<file path="config.mk">
export PLATFORM = sky130hd
export DESIGN_NAME = imem_program_loader
export DESIGN_NICKNAME = d
export VERILOG_FILES = /design/src/rtl/imem_program_loader_pkg.sv /design/src/rtl/imem_program_loader.sv
export SDC_FILE = /design/constraint.sdc
export NUM_CORES = 1
export LEC_CHECK = 0
export BUFFER_PORTS_ARGS = -buffer_cell sky130_fd_sc_hd__buf_2
export CAP_MARGIN = 20
export CELL_PAD_IN_SITES_DETAIL_PLACEMENT = 1
export CELL_PAD_IN_SITES_GLOBAL_PLACEMENT = 1
export CORE_MARGIN = 4
export CORE_UTILIZATION = 42
export CTS_BUF_LIST = sky130_fd_sc_hd__clkbuf_2
export DETAILED_ROUTE_END_ITERATION = 16
export HOLD_SLACK_MARGIN = 0.1
export PLACE_DENSITY = 0.78
export SLEW_MARGIN = 20
export SYNTH_ARGS = -nofsm -noshare
export SYNTH_HDL_FRONTEND = slang
export SYNTH_SLANG_ARGS = --single-unit
</file>
<file path="constraint.sdc">
create_clock -name clk -period 2.5 [get_ports clk]
set_input_delay 0.25 -clock clk [delete_from_list [all_inputs] [get_ports clk]]
set_output_delay 0.25 -clock clk [all_outputs]
set_load 0.01 [all_outputs]
</file>
<file path="src/rtl/imem_program_loader_pkg.sv">
// imem_program_loader_pkg: state encoding, frame widths and length rule shared by the loader.
package imem_program_loader_pkg;

    localparam int LEN_W  = 16;
    localparam int BYTE_W = 8;

    typedef enum logic [2:0] {
        S_IDLE   = 3'd0,
        S_LEN_LO = 3'd1,
        S_LEN_HI = 3'd2,
        S_DATA   = 3'd3,
        S_CHK    = 3'd4,
        S_DONE   = 3'd5,
        S_ERR    = 3'd6
    } state_e;

    // The full 16-bit length is range-checked so a large high byte can never alias a legal size.
    function automatic logic len_bad(input logic [LEN_W-1:0] len, input int unsigned max_bytes);
        return (len == '0) || (len > LEN_W'(max_bytes)) || (len[1:0] != 2'b00);
    endfunction

endpackage

</file>
<file path="src/rtl/imem_program_loader.sv">
// imem_program_loader: framed byte-stream loader that writes a program image into instruction memory
// and holds the core until a checksum-valid image has landed.
module imem_program_loader
    import imem_program_loader_pkg::*;
#(
    parameter int MEM_BYTES = 36,
    parameter int ADDR_W    = 32
) (
    input  logic              clk,
    input  logic              reset,
    input  logic              start,
    input  logic              rx_valid,
    input  logic [BYTE_W-1:0] rx_data,
    output logic              rx_ready,
    output logic              mem_we,
    output logic [ADDR_W-1:0] mem_addr,
    output logic [BYTE_W-1:0] mem_wdata,
    output logic              cpu_hold,
    output logic              load_done,
    output logic              load_err
);

    localparam int CNT_W = $clog2(MEM_BYTES + 1);

    state_e            state_q, state_d;
    logic [LEN_W-1:0]  len_q, len_d, len_full;
    logic [CNT_W-1:0]  cnt_q, cnt_d;
    logic [BYTE_W-1:0] csum_q, csum_d, wdata_q, wdata_d;
    logic [ADDR_W-1:0] addr_q, addr_d;
    logic              we_q, we_d;
    logic              accept, last_byte;

    assign rx_ready  = state_q inside {S_LEN_LO, S_LEN_HI, S_DATA, S_CHK};
    assign accept    = rx_valid && rx_ready;
    assign len_full  = {rx_data, len_q[7:0]};
    assign last_byte = (LEN_W'(cnt_q) + LEN_W'(1)) == len_q;

    assign mem_we    = we_q;
    assign mem_addr  = addr_q;
    assign mem_wdata = wdata_q;
    assign cpu_hold  = state_q != S_DONE;
    assign load_done = state_q == S_DONE;
    assign load_err  = state_q == S_ERR;

    always_comb begin
        state_d = state_q;
        len_d   = len_q;
        cnt_d   = cnt_q;
        csum_d  = csum_q;
        we_d    = 1'b0;
        addr_d  = addr_q;
        wdata_d = wdata_q;
        case (state_q)
            S_IDLE: if (start) state_d = S_LEN_LO;
            S_LEN_LO: if (accept) begin
                len_d   = {8'h00, rx_data};
                state_d = S_LEN_HI;
            end
            S_LEN_HI: if (accept) begin
                len_d   = len_full;
                cnt_d   = '0;
                csum_d  = '0;
                state_d = len_bad(len_full, MEM_BYTES) ? S_ERR : S_DATA;
            end
            S_DATA: if (accept) begin
                we_d    = 1'b1;
                addr_d  = ADDR_W'(cnt_q);
                wdata_d = rx_data;
                cnt_d   = cnt_q + CNT_W'(1);
                csum_d  = csum_q ^ rx_data;
                state_d = last_byte ? S_CHK : S_DATA;
            end
            S_CHK: if (accept) state_d = (rx_data == csum_q) ? S_DONE : S_ERR;
            S_DONE, S_ERR: if (start) state_d = S_LEN_LO;
            default: state_d = S_IDLE;
        endcase
    end

    always_ff @(posedge clk or posedge reset) begin
        if (reset) begin
            state_q <= S_IDLE;
            len_q   <= '0;
            cnt_q   <= '0;
            csum_q  <= '0;
            we_q    <= 1'b0;
            addr_q  <= '0;
            wdata_q <= '0;
        end else begin
            state_q <= state_d;
            len_q   <= len_d;
            cnt_q   <= cnt_d;
            csum_q  <= csum_d;
            we_q    <= we_d;
            addr_q  <= addr_d;
            wdata_q <= wdata_d;
        end
    end

endmodule
</file>
==> metrics.md, run 1 <==
| Metric | Value |
|---|---|
| Ys flop type | `dfrtp_1` |
| Core Region | `0.00635 sq mm` |
| Setup TNS | `0 ps` |
| Initial antenna violation count | `0` |
| DRC Markers | `0` |
| CTS root buf | `clkbuf_2` |
| Die ar. | `0.00788 sq mm` |
| Most frequent cell after synthesis | `nand2_1` |
| Mapped Cells | `310` |
| Number of gates resized after CTS | `0` |
| Post-synth top area cell | `dfrtp_1` |
| Die height | `88.8 um` |
| MaxCap Viol Count | `0` |
| Vias in the first global route | `2300` |
| IO Pins | `57` |
| Max frequency | `0.451 GHz` |
| Sink Count | `48` |
| Average cell area after synthesis | `8.84 sq um` |
| Critical path type | `reg -> out` |
| Overflow after GRT | `0` |
| Clock Latency Late Sink | `440 ps` |
| Area of the multi-input gates | `0.00134 sq mm` |
| WL final | `6710 um` |
| Placed Cells | `405` |
| Gpl congestion | `0.845` |
| Post-Layout Cell Count | `422` |
| Share of cells above drive strength 1 | `14.2%` |
| Fin. Hold Viols | `0` |
| CP endpoint kind | `primary output` |
| Worst Hold Class | `in -> reg` |
| CTS clk-pin slew, worst paths | `240 ps` |
| FP Rows | `29` |
| Worst VDD drop | `517 uV` |
| M2 GR Usage | `30.8%` |
| Area Overhead vs Synth | `9.50%` |
| Final Util | `47.2%` |
| Fin crit period | `2220 ps` |
| Post-DP HPWL | `4890 um` |
| Final ANT Viol Nets | `0` |
| Yosys Warn Count | `0` |
| Clk buf depth | `2` |
| GR Util met1 | `25.5%` |
| Syn Std Cell Area | `0.00274 sq mm` |
| Setup WS pre-CTS | `368 ps` |
| Number of fill cells | `774` |
| Final setup viols | `0` |
| Leak | `0.00147 uW` |
| Postcts setup bufs | `0` |
| Post-synthesis sequential area ratio | `43.9%` |
| Post-synth top cells | `74 x nand2_1, 48 x dfrtp_1, 28 x buf_4` |
| Unrepaired setup endpoints after global routing | `no` |
| Post-synth EDFFs | `0` |
| Peak fanout along the critical path | `16` |
| H-tree Lvls | `2` |
| Clock skew | `10.8 ps` |
| Pins Over Slew Limit | `0` |
| Crit-path slowest cell | `dfrtp_1` |
| Vias per cell | `5.27` |
| PwrDens | `1140 mW/mm^2` |
| Worst setup margin | `283 ps` |
| Area after DPL | `0.00284 sq mm` |
| Yosys top cell area share | `43.9%` |
| Inserted Clock Buffers | `5` |
| Critical path cell sequence | `inv_1 > nand2_1 > nor2_1 > buf_2` |
| GR peak layer | `met2` |
| Global-route wire length before repair | `11500 um` |
| DR WL/cell | `15.9 um` |
| Status | `finished, final reports clean` |
| Async SR Flop Fraction | `100%` |
| Die W | `88.8 um` |
| Storage element area | `0.00120 sq mm` |
| Vias | `2223` |
| Distinct cells, synth | `46` |
| Drt first pass iters | `4` |
| TritonCTS clock tree | `done` |
| Crit share post-route | `88.7%` |
| Largest cells by area after synthesis | `dfrtp_1 44%, nand2_1 10%, buf_4 7.7%, xor2_1 3.8%, mux2_1 3.3%` |
| WP data required | `2250 ps` |
| Largest net degree at the start of global routing | `33` |
| Max-slew headroom | `60.7%` |
| Grt met3 use | `4.28%` |
| Design Area, Final | `0.00300 sq mm` |
| Type of origin of the critical path | `flip-flop` |
| IO buf count | `30` |
| Worst-Margin Slew | `590 ps` |
| All-layer global routing usage | `18.8%` |
| DR iter-0 viols | `65` |
| Final nets | `357` |
| Crit path DAT | `1970 ps` |
| CP peak stage delay | `780 ps` |
| N_diodes | `0` |
| #FFs+latches synth | `48` |
| Starting Density | `43.1%` |
## critical path, delay by kind of cell, from the launching register on
kind                   cells  cell delay [ps]
and+or+nand+nor            2              260
DFF                        1              780
buffers and inverters      2              490
## report_power, final
part | total [uW] | switching [uW] | internal (uW)
clock network | 440 | 272 | 168
registers | 1530 | 406 | 1120
logic | 1440 | 812 | 632
## sequential cells by signal, indices dropped and copies added (netlist names)
| register | count |
|---|---|
| len_q | 16 |
| state_q | 3 |
| cnt_q | 6 |
| mem_wdata | 8 |
| mem_we | 1 |
| csum_q | 8 |
| mem_addr | 6 |
## cell usage in the layout (no fill, tap or decap), types with 2 or more instances in the layout
master	instances
nand4_1	2
nand2_1	74
nand3_1	5
o21ai_1	15
nor2b_1	8
nand2b_1	5
o211ai_1	3
inv_1	4
and2_1	2
buf_4	4
a22oi_1	8
inv_2	2
buf_2	30
clkbuf_2	5
o31ai_1	4
xnor2_1	3
o21a_1	2
dlygate4sd3_1	9
conb_1	26
or4_1	2
xor2_1	12
nor4_1	7
and3_1	2
nor3_1	4
a21oi_1	7
nor3b_1	7
dfrtp_1	48
mux2_1	8
nor2_1	5
o21ai_0	13
## stage by stage
stage	hold WS [ps]	total power, uW
floorplan	355	2560
global placement	242	2900
detailed placement	254	3000
CTS	147	3440
global route	148	3730
finish	164	3410
## per-layer routing
layer / share of wire, % / up-vias
met3: 3.7 / 7
met5: 0 / -
met4: 1.0 / 0
li1: - / 1067
met2: 50 / 37
met1: 46 / 1112
## path summary, 6_finish.rpt
kind,start,to,slack [ps],cells past startpoint
min,rx_valid,state_q[1],160,3
min reg2reg,mem_addr[0],mem_addr[0],510,2
min in group asynchronous,reset,mem_wdata[1],270,3
max in group asynchronous,reset,state_q[1],1470,4
max,state_q[0],load_err,280,4
max reg2reg,cnt_q[0],state_q[1],330,6
## what timing repair did
action | CTS | global route
hold endpoints to repair | 26 | 0
setup endpoints to repair | 0 | 0
hold buffers | 9 | 0
## area by class of cell
cell class / count / area share [%]
sequential: 48 / 40.0
inverter: 6 / 0.751
timing repair buffer: 43 / 9.01
multi-input combinational: 240 / 44.7
clock buffer: 5 / 0.834
tap: 77 / 3.21
clock inverter: 3 / 1.42
## cells by family (layout without fill, tap and decap cells)
logic type	Yosys count	count (layout)	share of synthesized area (%)
other cells	1	26	0.137
xor+xnor	15	15	4.80
simple gates	130	130	23.1
buf+inv	47	57	10.6
compound gates	59	59	13.4
mux	9	9	3.65
flops	48	48	43.9
fa+ha+maj	1	1	0.457
Power figures use the tool's default switching activity.
==> inputs of run 2 (changes only) <==
==> constraint.sdc (replaced) <==
create_clock -name clk -period 2.5 [get_ports clk]
set_input_delay 0.25 -clock clk [delete_from_list [all_inputs] [get_ports clk]]
set_output_delay 0.25 -clock clk [all_outputs]
set_load 0.1 [all_outputs]
==> run 2 against run 1 <==
  * Maximum frequency down 3.6%
  * Global-route usage decreased by 0.85 points
  * Register-to-register slack worse by 40 ps
  * Clock skew grew 20 ps
  * Count of clock-buffer cells in the layout increased by 1
  * Wire length fell by 1.4%
  * Setup slack got worse by 83 ps
  * Non-clock buffer count unchanged
  * Sequential share of layout area shrank 0.15 points
  * Via count fell by 0.13%
  * Critical path type unchanged
==> metrics.md, run 2 (same netlist as run 1, synthesis figures left out) <==
| Metric | Value |
|---|---|
| DR iter-0 viols | `105 (was 65)` |
| R2R Setup Slk | `290 ps (was 330 ps)` |
| Post-DP HPWL | `4850 um (was 4890 um)` |
| DRC Markers | `0 (unchanged)` |
| Drt first pass iters | `4 (unchanged)` |
| IO Pins | `57 (unchanged)` |
| All-layer global routing usage | `17.9% (was 18.8%)` |
| Vias in the first global route | `2185 (was 2300)` |
| CP peak stage delay | `570 ps (was 780 ps)` |
| Type of origin of the critical path | `flip-flop (unchanged)` |
| Number of gates resized after CTS | `0 (unchanged)` |
| Comb pwr share | `56.1% (was 42.3%)` |
| Worst VDD drop | `820 uV (was 517 uV)` |
| Share of cells above drive strength 1 | `15.7% (was 14.2%)` |
| Clock power share | `9.8% (was 12.9%)` |
| Worst r2r src | `cnt_q[0] (unchanged)` |
| Crit-path slowest cell | `dfrtp_1 (unchanged)` |
| Crit share post-route | `92.0% (was 88.7%)` |
| Largest Register | `len_q (unchanged)` |
| Sink Count | `48 (unchanged)` |
| CP endpoint kind | `primary output (unchanged)` |
| Pwr Total | `4360 uW (was 3410 uW)` |
| Final ANT Viol Nets | `0 (unchanged)` |
| Number of fill cells | `783 (was 774)` |
| Hold buffers post-CTS | `8 (was 9)` |
| Commonest non-fill, non-tap cell in the layout | `nand2_1 (unchanged)` |
| Commonest cells after routing, fill and taps aside | `74 x nand2_1, 48 x dfrtp_1, 30 x buf_2, 26 x conb_1, 15 x o21ai_1 (unchanged)` |
| Sequential power share | `34.1% (was 44.8%)` |
| Worst r2r path cells | `6 (unchanged)` |
| Fin. Hold Viols | `0 (unchanged)` |
| Initial antenna violation count | `0 (unchanged)` |
| Final nets | `357 (unchanged)` |
| Area Overhead vs Synth | `9.91% (was 9.50%)` |
| Worst-Margin Slew | `577 ps (was 590 ps)` |
| MaxCap Viol Count | `0 (unchanged)` |
| Worst Path Buf+Inv | `3 (was 2)` |
| PwrDens | `1450 mW/mm^2 (was 1140 mW/mm^2)` |
| Reg2reg end | `state_q[1] (unchanged)` |
| Inserted Clock Buffers | `5 (unchanged)` |
| Setup WS pre-CTS | `320 ps (was 368 ps)` |
| Fin crit period | `2300 ps (was 2220 ps)` |
| CTS clk-pin slew, worst paths | `260 ps (was 240 ps)` |
| Core Region | `0.00635 sq mm (unchanged)` |
| Crit-path leading delay family | `buffers and inverters (was flip-flops)` |
| Critical path cell sequence | `inv_1 > nand3_2 > clkinvlp_4 > buf_2 (was inv_1 > nand2_1 > nor2_1 > buf_2)` |
| WP data required | `2250 ps (about the same)` |
| Final setup viols | `0 (unchanged)` |
| Unrepaired setup endpoints after global routing | `no (unchanged)` |
| Postcts setup bufs | `0 (unchanged)` |
| Worst setup margin | `200 ps (was 283 ps)` |
| Pins Over Slew Limit | `0 (unchanged)` |
| Starting Density | `43.1% (unchanged)` |
| Storage element area | `0.00120 sq mm (unchanged)` |
| Gpl congestion | `0.813 (was 0.845)` |
| Clk buf depth | `2 (unchanged)` |
| TritonCTS clock tree | `done (unchanged)` |
| CP Capture Point | `load_done (was load_err)` |
| Leak | `0.00147 uW (about the same)` |
| CP Depth | `4 (unchanged)` |
| Final Util | `47.4% (was 47.2%)` |
| Setup TNS | `0 ps (unchanged)` |
| Sw Share | `55.4% (was 43.7%)` |
| Overflow after GRT | `0 (unchanged)` |
| CTS root buf | `clkbuf_2 (unchanged)` |
| WL final | `6610 um (was 6710 um)` |
| Area of the multi-input gates | `0.00135 sq mm (was 0.00134 sq mm)` |
| Worst Hold Class | `in -> reg (unchanged)` |
| Die height | `88.8 um (unchanged)` |
| FP Rows | `29 (unchanged)` |
| NetSw | `2410 uW (was 1490 uW)` |
| Vias | `2220 (was 2223)` |
| DR WL/cell | `15.7 um (was 15.9 um)` |
| Global-route wire length before repair | `10900 um (was 11500 um)` |
| Vias per cell | `5.26 (was 5.27)` |
| Hold_ws | `143 ps (was 164 ps)` |
| H-tree Lvls | `2 (unchanged)` |
| Die W | `88.8 um (unchanged)` |
| Max-slew headroom | `61.3% (was 60.7%)` |
| Clock skew | `30.6 ps (was 10.8 ps)` |
| Max reg flops | `16 (unchanged)` |
| IO buf count | `30 (unchanged)` |
| Cell-internal power | `1940 uW (was 1920 uW)` |
| Peak fanout along the critical path | `13 (was 16)` |
| N_diodes | `0 (unchanged)` |
| Critical path type | `reg -> out (unchanged)` |
| Clock Latency Late Sink | `430 ps (was 440 ps)` |
| Max frequency | `0.435 GHz (was 0.451 GHz)` |
| Largest net degree at the start of global routing | `28 (was 33)` |
| Crit. Startpoint | `state_q[1] (was state_q[0])` |
| Die ar. | `0.00788 sq mm (unchanged)` |
| Crit path DAT | `2050 ps (was 1970 ps)` |
| Status | `finished, final reports clean (unchanged)` |
-- run 2: worst min path at each step --
stage          slack (ps)           end       start  cells after the start
2_1_floorplan         360  mem_wdata[0]  rx_data[0]                      2
3_3_place_gp          300     csum_q[0]       reset                      2
3_5_place_dp          320     csum_q[0]       reset                      2
4_1_cts               120  mem_wdata[7]  rx_data[7]                      3
5_1_grt               120  mem_wdata[7]  rx_data[7]                      3
6_report              140  mem_wdata[7]  rx_data[7]                      3
-- run 2: through the flow --
stage,cell area [sq um],std cells
after global routing,3010,422
final,3010,422
after detailed placement,2870,406
after global placement,2870,406
after CTS,3010,422
after floorplan,2850,335
-- run 2: worst reg2reg max path, cell delays in order (launching register included) --
cell	delay, ps
dfrtp_1	530
ha_1	310
nand2b_1	120
o211ai_1	190
or3b_2	470
a221oi_2	350
o221ai_1	170
-- run 2: layout make-up --
class                   instances  share of cell area [%]
clock buffers                   6                   0.998
clock inverters                 2                    1.16
inverters                       6                   0.873
multi-input cells             240                    45.0
flip-flops and latches         48                    39.9
well taps                      77                    3.20
repair buffers                 43                    8.89
-- run 2: metal layers --
layer	track usage, %	part of all wire (%)
met5	0	0
met4	4.12	0.89
met3	3.35	3.7
met2	29.9	49
met1	24.1	46
-- run 2: power by group through the flow --
stage	clock network (uW)	logic (uW)	registers, uW
after CTS	442	2470	1490
after global routing	462	2650	1550
after detailed placement	0	2450	1510
final	427	2440	1480
after floorplan	0	1450	2070
after global placement	0	2390	1480
==> inputs of run 3 (changes only) <==
--- a/config.mk
+++ b/config.mk
@@ -10,5 +10,5 @@
 export CELL_PAD_IN_SITES_DETAIL_PLACEMENT = 1
 export CELL_PAD_IN_SITES_GLOBAL_PLACEMENT = 1
-export CORE_MARGIN = 4
+export CORE_MARGIN = 2
 export CORE_UTILIZATION = 42
 export CTS_BUF_LIST = sky130_fd_sc_hd__clkbuf_2
@@ -16,4 +16,5 @@
 export HOLD_SLACK_MARGIN = 0.1
 export PLACE_DENSITY = 0.78
+export RECOVER_POWER = 50
 export SLEW_MARGIN = 20
 export SYNTH_ARGS = -nofsm -noshare
==> constraint.sdc (replaced) <==
create_clock -name clk -period 2.5 [get_ports clk]
set_input_delay 0.5 -clock clk [delete_from_list [all_inputs] [get_ports clk]]
set_output_delay 0.5 -clock clk [all_outputs]
set_load 0.1 [all_outputs]
==> run 3 against run 2 <==
  * The flow now finishes with violations (capacitance limit)
  * Maximum frequency is 1.9% lower
  * Sequential power about the same
  * Total power shrank 1.4%
  * Sequential share of layout area grew 1.3 points
  * First-iteration DRC count is 1.9% lower
  * Via count down 0.23%
  * Highest routed layer unchanged
  * Worst hold slack gained 200 ps
  * Largest power group unchanged
  * Clock skew decreased by 22 ps
==> metrics.md, run 3 (same netlist as run 1, synthesis figures left out) <==
| Metric | Value |
|---|---|
| Status | `complete, but fails checks (was finished, final reports clean)` |
| Failing checks | `capacitance limit` |
| IO buf count | `30 (unchanged)` |
| Core Region | `0.00631 sq mm (was 0.00635 sq mm)` |
| Sink Count | `48 (unchanged)` |
| Vias in the first global route | `2201 (was 2185)` |
| DR WL/cell | `16.1 um (was 15.7 um)` |
| Gpl congestion | `0.824 (was 0.813)` |
| Fin crit period | `2340 ps (was 2300 ps)` |
| Peak fanout along the critical path | `13 (unchanged)` |
| WL final | `6680 um (was 6610 um)` |
| Die ar. | `0.00718 sq mm (was 0.00788 sq mm)` |
| PwrDens | `1470 mW/mm^2 (was 1450 mW/mm^2)` |
| Hold_ws | `344 ps (was 143 ps)` |
| Crit share post-route | `93.8% (was 92.0%)` |
| Sequential power share | `35.3% (was 34.1%)` |
| Unrepaired setup endpoints after global routing | `no (unchanged)` |
| CTS root buf | `clkbuf_2 (unchanged)` |
| DR top layer | `met4 (unchanged)` |
| Pwr Total | `4290 uW (was 4360 uW)` |
| WL met2 | `3290 um (was 3240 um)` |
| Final setup viols | `0 (unchanged)` |
| Starting Density | `43.4% (was 43.1%)` |
| Clk buf depth | `2 (unchanged)` |
| Commonest cells after routing, fill and taps aside | `74 x nand2_1, 47 x dfrtp_1, 28 x buf_2, 26 x conb_1, 15 x o21ai_1 (was 74 x nand2_1, 48 x dfrtp_1, 30 x buf_2, 26 x conb_1, 15 x o21ai_1)` |
| CP endpoint kind | `primary output (unchanged)` |
| Share of cells above drive strength 1 | `15.6% (was 15.7%)` |
| Inserted Clock Buffers | `5 (unchanged)` |
| Comb pwr share | `57.1% (was 56.1%)` |
| Worst setup margin | `155 ps (was 200 ps)` |
| Number of fill cells | `783 (unchanged)` |
| WP data required | `2000 ps (was 2250 ps)` |
| Setup WS pre-CTS | `325 ps (was 320 ps)` |
| Fin. Hold Viols | `0 (unchanged)` |
| CP peak stage delay | `610 ps (was 570 ps)` |
| Critical path type | `reg -> out (unchanged)` |
| Setup TNS | `0 ps (unchanged)` |
| DRC Markers | `0 (unchanged)` |
| Crit-path slowest cell | `dfrtp_1 (unchanged)` |
| IO Pins | `57 (unchanged)` |
| Commonest non-fill, non-tap cell in the layout | `nand2_1 (unchanged)` |
| Final ANT Viol Nets | `0 (unchanged)` |
| Clock skew | `8.73 ps (was 30.6 ps)` |
| Final nets | `351 (was 357)` |
| DR iter-0 viols | `103 (was 105)` |
| Met1 WL | `3050 um (was 3070 um)` |
| Critical path cell sequence | `nor2_1 > xnor2_2 > buf_2 (was inv_1 > nand3_2 > clkinvlp_4 > buf_2)` |
| Post-DP HPWL | `4860 um (was 4850 um)` |
| Die W | `84.8 um (was 88.8 um)` |
| Die height | `84.8 um (was 88.8 um)` |
| Vias | `2215 (was 2220)` |
| Overflow after GRT | `0 (unchanged)` |
| Drt first pass iters | `4 (unchanged)` |
| FP Rows | `29 (unchanged)` |
| Max reg flops | `16 (unchanged)` |
| Global-route wire length before repair | `11100 um (was 10900 um)` |
| Largest net degree at the start of global routing | `39 (was 28)` |
| Largest Register | `len_q (unchanged)` |
| N_diodes | `0 (unchanged)` |
| H-tree Lvls | `2 (unchanged)` |
| Worst VDD drop | `775 uV (was 820 uV)` |
| Clock Latency Late Sink | `430 ps (about the same)` |
| Max frequency | `0.426 GHz (was 0.435 GHz)` |
| Type of origin of the critical path | `flip-flop (unchanged)` |
| Worst Hold Class | `in -> reg (unchanged)` |
| Sw Share | `57.0% (was 55.4%)` |
| MaxCap Viol Count | `1 (was 0)` |
| Worst-Margin Slew | `1490 ps (was 577 ps)` |
| CTS clk-pin slew, worst paths | `230 ps (was 260 ps)` |
| NetSw | `2450 uW (was 2410 uW)` |
| TritonCTS clock tree | `done (unchanged)` |
| Postcts setup bufs | `0 (unchanged)` |
| Pins Over Slew Limit | `0 (unchanged)` |
| Crit path DAT | `1840 ps (was 2050 ps)` |
| All-layer global routing usage | `19.5% (was 17.9%)` |
| Vias per cell | `5.32 (was 5.26)` |
| Area Overhead vs Synth | `6.62% (was 9.91%)` |
| Max-slew headroom | `0.832% (was 61.3%)` |
| Leak | `0.00141 uW (was 0.00147 uW)` |
| Final Util | `46.3% (was 47.4%)` |
| Clock power share | `7.6% (was 9.8%)` |
| WL met3 | `218 um (was 247 um)` |
| Cell-internal power | `1850 uW (was 1940 uW)` |
| Initial antenna violation count | `0 (unchanged)` |
-- run 3: cell types whose count changed in the layout (fill, tap and decap cells not counted), moves of 2 or more --
cell	before	now
clkbuf_4	0	2
buf_2	30	28
clkbuf_1	0	3
inv_2	2	0
dlygate4sd3_1	8	0
-- run 3: critical path, delay by kind of cell (launching register included) --
family	cells	cell delay, ps
xor gates and xnor gates	1	120
DFF	1	610
buffers and inverters	1	440
and+or+nand+nor	1	240
-- run 3: worst paths after layout --
path                              from      endpoint  slack [ps]  depth (start not counted)
max reg2reg                   cnt_q[0]    state_q[1]         290                          6
min                         rx_data[0]  mem_wdata[0]         340                          3
max                         state_q[0]      rx_ready         160                          3
min reg2reg                mem_addr[5]   mem_addr[5]         500                          2
min in group asynchronous        reset     csum_q[4]         470                          2
max in group asynchronous        reset   mem_addr[1]        1090                          3
-- run 3: power groups by stage --
stage	Combinational [uW]	Sequential, uW	Clock, uW
after floorplan	1450	2070	0
after global routing	2650	1580	361
after detailed placement	2470	1530	0
after CTS	2480	1510	334
after global placement	2400	1500	0
final	2450	1510	325
-- run 3: area by class of cell --
type / count / area (sq um) / share of cell area, %
multi-input combinational: 240 / 1360 / 46.4
sequential: 48 / 1200 / 41.2
timing repair buffer: 37 / 196 / 6.73
tap: 77 / 96.3 / 3.30
clock buffer: 7 / 35.0 / 1.20
inverter: 6 / 30.0 / 1.03
clock inverter: 1 / 3.75 / 0.129
-- run 3: stage by stage --
stage | std cells | cell area [sq um]
floorplan | 335 | 2850
global placement | 408 | 2880
detailed placement | 408 | 2880
CTS | 416 | 2920
global route | 416 | 2920
finish | 416 | 2920
-- run 3: what timing repair did --
| action | in CTS | in global routing |
|---|---|---|
| resized for setup | 0 | 4 |
| setup endpoints to repair | 1 | 3 |
| hold buffers | 0 | 0 |
-- run 3: routing by layer --
layer / vias to the layer above / track usage [%]
li1: 1057 / -
met1: 1111 / 26.4
met2: 39 / 31.9
met3: 8 / 3.24
met4: 0 / 6.35
met5: - / 0
